$ cat src/rtl/multicycle_ctrl.sv
// multicycle_ctrl: Moore sequencer driving the per-cycle strobes of the shared-memory, single-ALU MIPS datapath.
// Latency: NOP/unsupported 2 cycles, beq 3, R-format 4, sw 4, lw 5; each memory wait cycle adds one.
// Backpressure: mem_ready low holds FETCH/MEMRD/MEMWR with the request held high; it is ignored in all other states.
module multicycle_ctrl (
  input  logic        clk,
  input  logic        rst,
  input  logic [5:0]  opcode,
  input  logic        mem_ready,
  output logic        pc_write,
  output logic        pc_write_cond,
  output logic        i_or_d,
  output logic        mem_read,
  output logic        mem_write,
  output logic        ir_write,
  output logic        mem_to_reg,
  output logic        reg_dst,
  output logic        reg_write,
  output logic        alu_src_a,
  output logic [1:0]  alu_src_b,
  output logic [1:0]  alu_op,
  output logic [1:0]  pc_source,
  output logic [3:0]  state,
  output logic        instr_done,
  output logic [15:0] retired_count,
  output logic        bad_op
);

  // State encodings are visible on the debug port, so they are fixed values.
  localparam logic [3:0] S_RST    = 4'd0;
  localparam logic [3:0] S_FETCH  = 4'd1;
  localparam logic [3:0] S_DECODE = 4'd2;
  localparam logic [3:0] S_MEMADR = 4'd3;
  localparam logic [3:0] S_MEMRD  = 4'd4;
  localparam logic [3:0] S_MEMWB  = 4'd5;
  localparam logic [3:0] S_MEMWR  = 4'd6;
  localparam logic [3:0] S_REX    = 4'd7;
  localparam logic [3:0] S_RWB    = 4'd8;
  localparam logic [3:0] S_BEQ    = 4'd9;

  // Opcode field values recognised by the decoder.
  localparam logic [5:0] OP_RTYPE = 6'b000000;
  localparam logic [5:0] OP_LW    = 6'b100011;
  localparam logic [5:0] OP_SW    = 6'b101011;
  localparam logic [5:0] OP_BEQ   = 6'b000100;
  localparam logic [5:0] OP_NOP   = 6'b100000;

  // ALU source / operation / PC source codes.
  localparam logic [1:0] SRCB_B     = 2'b00;
  localparam logic [1:0] SRCB_FOUR  = 2'b01;
  localparam logic [1:0] SRCB_IMM   = 2'b10;
  localparam logic [1:0] SRCB_IMMSH = 2'b11;
  localparam logic [1:0] ALU_ADD    = 2'b00;
  localparam logic [1:0] ALU_SUB    = 2'b01;
  localparam logic [1:0] ALU_FUNCT  = 2'b10;
  localparam logic [1:0] PCSRC_ALU  = 2'b00;
  localparam logic [1:0] PCSRC_OUT  = 2'b01;

  logic [3:0]  state_q;
  logic [3:0]  state_d;
  logic [5:0]  op_q;
  logic [15:0] retired_q;
  logic        bad_q;
  logic        op_known;
  logic        op_is_nop;

  // Classify the live opcode; only meaningful while in DECODE.
  always_comb begin
    op_known  = 1'b0;
    op_is_nop = 1'b0;
    case (opcode)
      OP_RTYPE, OP_LW, OP_SW, OP_BEQ: op_known = 1'b1;
      OP_NOP: begin
        op_known  = 1'b1;
        op_is_nop = 1'b1;
      end
      default: begin
        op_known  = 1'b0;
        op_is_nop = 1'b0;
      end
    endcase
  end

  // Next-state logic; memory states hold until mem_ready, unused encodings recover to FETCH.
  always_comb begin
    state_d = S_FETCH;
    case (state_q)
      S_RST:    state_d = S_FETCH;
      S_FETCH:  state_d = mem_ready ? S_DECODE : S_FETCH;
      S_DECODE: begin
        case (opcode)
          OP_RTYPE:     state_d = S_REX;
          OP_LW, OP_SW: state_d = S_MEMADR;
          OP_BEQ:       state_d = S_BEQ;
          default:      state_d = S_FETCH;
        endcase
      end
      // Uses the opcode captured in DECODE; IR-field changes after decode are ignored.
      S_MEMADR: state_d = (op_q == OP_LW) ? S_MEMRD : S_MEMWR;
      S_MEMRD:  state_d = mem_ready ? S_MEMWB : S_MEMRD;
      S_MEMWB:  state_d = S_FETCH;
      S_MEMWR:  state_d = mem_ready ? S_FETCH : S_MEMWR;
      S_REX:    state_d = S_RWB;
      S_RWB:    state_d = S_FETCH;
      S_BEQ:    state_d = S_FETCH;
      default:  state_d = S_FETCH;
    endcase
  end

  // State register; reset parks in RST so every strobe drops immediately.
  always_ff @(posedge clk or posedge rst) begin
    if (rst) begin
      state_q <= S_RST;
    end else begin
      state_q <= state_d;
    end
  end

  // Capture the opcode at decode so the memory path is steered by the decoded instruction.
  always_ff @(posedge clk or posedge rst) begin
    if (rst) begin
      op_q <= 6'd0;
    end else if (state_q == S_DECODE) begin
      op_q <= opcode;
    end
  end

  // Retired-instruction counter (wraps naturally) and sticky unsupported-opcode flag.
  always_ff @(posedge clk or posedge rst) begin
    if (rst) begin
      retired_q <= 16'd0;
      bad_q     <= 1'b0;
    end else begin
      retired_q <= retired_q + {15'd0, instr_done};
      if ((state_q == S_DECODE) && !op_known) begin
        bad_q <= 1'b1;
      end
    end
  end

  // Per-state datapath strobes; FETCH load enables and retire pulses are gated by mem_ready where memory is involved.
  always_comb begin
    pc_write      = 1'b0;
    pc_write_cond = 1'b0;
    i_or_d        = 1'b0;
    mem_read      = 1'b0;
    mem_write     = 1'b0;
    ir_write      = 1'b0;
    mem_to_reg    = 1'b0;
    reg_dst       = 1'b0;
    reg_write     = 1'b0;
    alu_src_a     = 1'b0;
    alu_src_b     = SRCB_B;
    alu_op        = ALU_ADD;
    pc_source     = PCSRC_ALU;
    instr_done    = 1'b0;
    case (state_q)
      S_FETCH: begin
        mem_read  = 1'b1;
        alu_src_b = SRCB_FOUR;
        ir_write  = mem_ready;
        pc_write  = mem_ready;
      end
      S_DECODE: begin
        alu_src_b  = SRCB_IMMSH;
        instr_done = op_is_nop || !op_known;
      end
      S_MEMADR: begin
        alu_src_a = 1'b1;
        alu_src_b = SRCB_IMM;
      end
      S_MEMRD: begin
        mem_read = 1'b1;
        i_or_d   = 1'b1;
      end
      S_MEMWB: begin
        reg_write  = 1'b1;
        mem_to_reg = 1'b1;
        instr_done = 1'b1;
      end
      S_MEMWR: begin
        mem_write  = 1'b1;
        i_or_d     = 1'b1;
        instr_done = mem_ready;
      end
      S_REX: begin
        alu_src_a = 1'b1;
        alu_op    = ALU_FUNCT;
      end
      S_RWB: begin
        reg_write  = 1'b1;
        reg_dst    = 1'b1;
        instr_done = 1'b1;
      end
      S_BEQ: begin
        alu_src_a     = 1'b1;
        alu_op        = ALU_SUB;
        pc_write_cond = 1'b1;
        pc_source     = PCSRC_OUT;
        instr_done    = 1'b1;
      end
      default: begin
        instr_done = 1'b0;
      end
    endcase
  end

  assign state         = state_q;
  assign retired_count = retired_q;
  assign bad_op        = bad_q;

endmodule

$ cat config.mk
export PLATFORM = sky130hd
export DESIGN_NAME = multicycle_ctrl
export DESIGN_NICKNAME = d
export VERILOG_FILES = /design/src/rtl/multicycle_ctrl.sv
export SDC_FILE = /design/constraint.sdc
export NUM_CORES = 1
export LEC_CHECK = 0
export ABC_AREA = 1
export CAP_MARGIN = 5
export CORE_MARGIN = 1.5
export CORE_UTILIZATION = 43
export CTS_BUF_LIST = sky130_fd_sc_hd__clkbuf_4
export DETAILED_ROUTE_END_ITERATION = 10
export MAX_ROUTING_LAYER = met4
export PLACE_DENSITY = 0.85
export SLEW_MARGIN = 20
export SYNTH_ARGS = -nofsm -noshare
export SYNTH_HDL_FRONTEND = slang
export SYNTH_SLANG_ARGS = --single-unit
$ cat constraint.sdc
create_clock -name clk -period 2 [get_ports clk]
set_clock_uncertainty 0.15 [all_clocks]
set_input_delay 0.4 -clock clk [delete_from_list [all_inputs] [get_ports clk]]
set_output_delay 0.4 -clock clk [all_outputs]
set_load 0.05 [all_outputs]
==> impl_metrics.csv <==
group,metric,value,unit
run_status,status,"finished with violations",
run_status,violations,"setup timing",
pwr,leakage,1.35,nW
timing,rsz0062_at_grt,"true",
setup_path,crit_top_cell,"nand3_2",
setup_path,cp.required,2.08,ns
placement,dp.cells,314,
synthesis,yosysWarnings,0,
pwr,power,3.52,mW
detailed_routing,vias,1735,
clock_tree,numCtsBuffers,3,
clock_tree,clock-root-buffer,"clkbuf_4",
synthesis,yosysMostFrequentCell,"nand2_1",
timing,finalCriticalPeriod,2.31,ns
synthesis,yosys.area.top_type,"dfrtp_1",
synthesis,synth_edf_count,0,
grt,grt-ovfl-total,0,
setup_path,crit_path_cell_trace,"nor2_2 -> nand3_2 -> nand3_2 -> nor2_4 -> nand2_4 -> ha_4 -> ha_4 -> nand3_4 -> buf_4 -> nor2_4 -> nand3_2 -> nand2_1 -> nand2_1",
cells_and_area,drive_above_1_share,0.512,
clock_tree,worstSkewPairLatency,0.32,ns
synthesis,syn-num-nets,210,
clock_tree,clock_path_buffers,2,
placement,dpl.hpwl,3.12,mm
synthesis,synth_area,1510,µm²
pwr,seqPwrFrac,0.247,
cells_and_area,antenna_cells,0,
grt,grt_max_degree,28,
cells_and_area,syn2layout_area_growth,78.7,%
setup_path,regToRegSetupSlack,-0.31,ns
cells_and_area,final_area,2690,µm²
detailed_routing,ant_nets,0,
timing,setup_viol,24,
setup_path,worstSetupStartpointType,"flip-flop",
cells_and_area,finalNonFillerCells,335,
floorplanning,die_h,62.2,µm
synthesis,ys_ff_latch,27,
clock_tree,ctsHoldBuffers,0,
timing,layout_setup_ws,-0.311,ns
job,cap_violations,0,
synthesis,synth_ff_type,"dfrtp_1",
setup_path,cp_top_family,"simple AND/OR/NAND/NOR gates",
setup_path,end_kind,"flip-flop",
cells_and_area,utilization,0.806,
floorplanning,io-pin-count,47,
grt,grt_pass1_vias,1681,
synthesis,synth_cells,199,
detailed_routing,wl_per_cell,16.6,µm
grt,grt_antenna_before_repair,0,
synthesis,async_reset_ff_frac,1.00,
detailed_routing,viasPerCell,5.18,
worst_hold_path,holdCritPathClass,"primary input to async pin",
setup_path,critPathKind,"flip-flop to flip-flop",
floorplanning,die_area,3860,µm²
grt,grt_pass1_wl,8.01,mm
setup_path,cp_max_fo,4,
clock_tree,cts_tree,"built",
synthesis,ys_types,23,
synthesis,synth.area.top_cells,"dfrtp_1 45%, nand2_1 15%, nor2_1 7.0%, inv_1 5.5%, nand3_1 3.7%",
synthesis,avgSynthCellArea,7.56,µm²
timing,max_freq,433,MHz
timing,slew_violations,0,
clock_tree,numClockSinks,27,
pwr,peakVddDrop,0.774,mV
synthesis,synth.top_cell.area_share,0.449,
placement,gp_congestion,0.879,
cells_and_area,nets,301,
placement,placed_cell_area,2370,µm²
placement,port_buffers,45,
pwr,p_int,1.77,mW
pwr,p_per_area,1310,nW/µm²
setup_path,cpMaxStageDelayCell,"dfrtp_2",
floorplanning,coreArea,3340,µm²
timing,setup-tns-final,-3.61,ns
pwr,clock_power_share,0.070,
clock_tree,cts_max_level,1,
detailed_routing,drt_iter0_drc,121,
setup_path,cpPeakStageDelay,0.49,ns
grt,grtUsageTotal,0.266,
setup_path,critPathArrivalTime,2.39,ns
pwr,p_sw,1.76,mW
detailed_routing,wl,5.57,mm
detailed_routing,drc,0,
pwr,swShare,0.499,
floorplanning,rows,21,
detailed_routing,dr.pass1.iters,4,
synthesis,synthTopCellsByCount,"62 x nand2_1, 28 x nor2_1, 27 x dfrtp_1, 22 x inv_1, 11 x nand3_1",
timing,finalHoldViolCount,0,
timing,min_period_over_period,1.16,
clock_tree,clk_pin_slew,0.15,ns
floorplanning,die_width,62.2,µm
synthesis,synth-seq-area-share,0.449,
setup_path,cp.buffers_inverters,1,
pwr,pwr-share-comb,0.682,
floorplanning,start_util,0.451,
flip-flops by register name (all words and copies together), names as in the netlist:
signal,cells
bad_op,1
state,4
op_q,6
retired_count,16
metrics by stage:
stage	worst slack [ns]	hold WS, ns
2_1_floorplan	-0.335	0.292
3_3_place_gp	-0.452	0.303
3_5_place_dp	-0.574	0.305
4_1_cts	-0.140	0.270
5_1_grt	-0.383	0.283
6_report	-0.311	0.258
area by class of cell:
type | count | area, µm²
tap | 46 | 57.6
inverter | 27 | 119
sequential | 27 | 681
fill | 172 | 647
timing repair buffer | 91 | 912
clock buffer | 4 | 30.0
multi-input combinational | 140 | 891
timing repair:
item,CTS,global route
buffers inserted,11,6
pin swaps,13,12
setup endpoints to repair,20,27
resized for setup,33,29
hold endpoints to repair,0,0
power by group through the flow:
| stage | sequential, mW | clock, mW | combinational, mW |
|---|---|---|---|
| after CTS | 0.843 | 0.250 | 2.20 |
| after global routing | 0.886 | 0.272 | 2.50 |
| final | 0.871 | 0.248 | 2.40 |
| after floorplan | 1.11 | 0 | 0.893 |
| after global placement | 0.837 | 0 | 2.02 |
| after detailed placement | 0.848 | 0 | 2.05 |
per-layer routing:
layer / vias to the layer above / share of wire / track usage
met5: - / 0 / -
met1: 844 / 0.38 / 0.307
li1: 793 / - / -
met3: 15 / 0.045 / 0.0344
met2: 83 / 0.55 / 0.489
met4: 0 / 0.022 / 0.0667
final timing paths:
path,startpoint,end,cells after the start
worst min register to register,bad_op,bad_op,2
worst min-delay path,rst,retired_count[13],3
min in group clk,bad_op,bad_op,2
max in group asynchronous,rst,state[0],3
worst max register to register,state[1],retired_count[14],13
worst max-delay path,state[1],retired_count[14],13
layout by cell type (no fill, tap or decap), types with 4 or more instances in the layout:
cell / synthesis / layout
nand3_1: 11 / 5
o21ai_1: 4 / 4
inv_4: 0 / 4
dfrtp_1: 27 / 23
xnor2_1: 4 / 4
nor2_4: 2 / 9
buf_6: 0 / 4
nand3_2: 2 / 7
dlygate4sd2_1: 0 / 5
nand2_2: 3 / 8
nor2_1: 28 / 16
clkbuf_4: 0 / 4
inv_2: 5 / 9
nand2_1: 62 / 51
xor2_1: 4 / 4
buf_4: 5 / 63
buf_12: 0 / 16
nor2_2: 1 / 6
nand2_4: 0 / 6
nand4_1: 4 / 4
dfrtp_2: 0 / 4
inv_1: 22 / 12
nand3b_1: 4 / 4
worst register-to-register path, cell delays in order, from the launching register on:
cell,delay (ns)
dfrtp_2,0.49
nor2_2,0.21
nand3_2,0.12
nand3_2,0.13
nor2_4,0.06
nand2_4,0.07
ha_4,0.15
ha_4,0.15
nand3_4,0.09
buf_4,0.17
nor2_4,0.15
nand3_2,0.09
nand2_1,0.11
nand2_1,0.07
cells by family (layout without fill, tap and decap cells):
logic type,Yosys count,count (layout),synth area share
AOI/OAI and AO/OA,10,10,0.0366
xor gates and xnor gates,8,8,0.0465
adders and majority gates,2,2,0.0166
buffers and inverters,32,122,0.0923
DFF,27,27,0.449
other,1,1,0.00249
and+or+nand+nor,119,119,0.357
(Power assumes the default switching activity.)
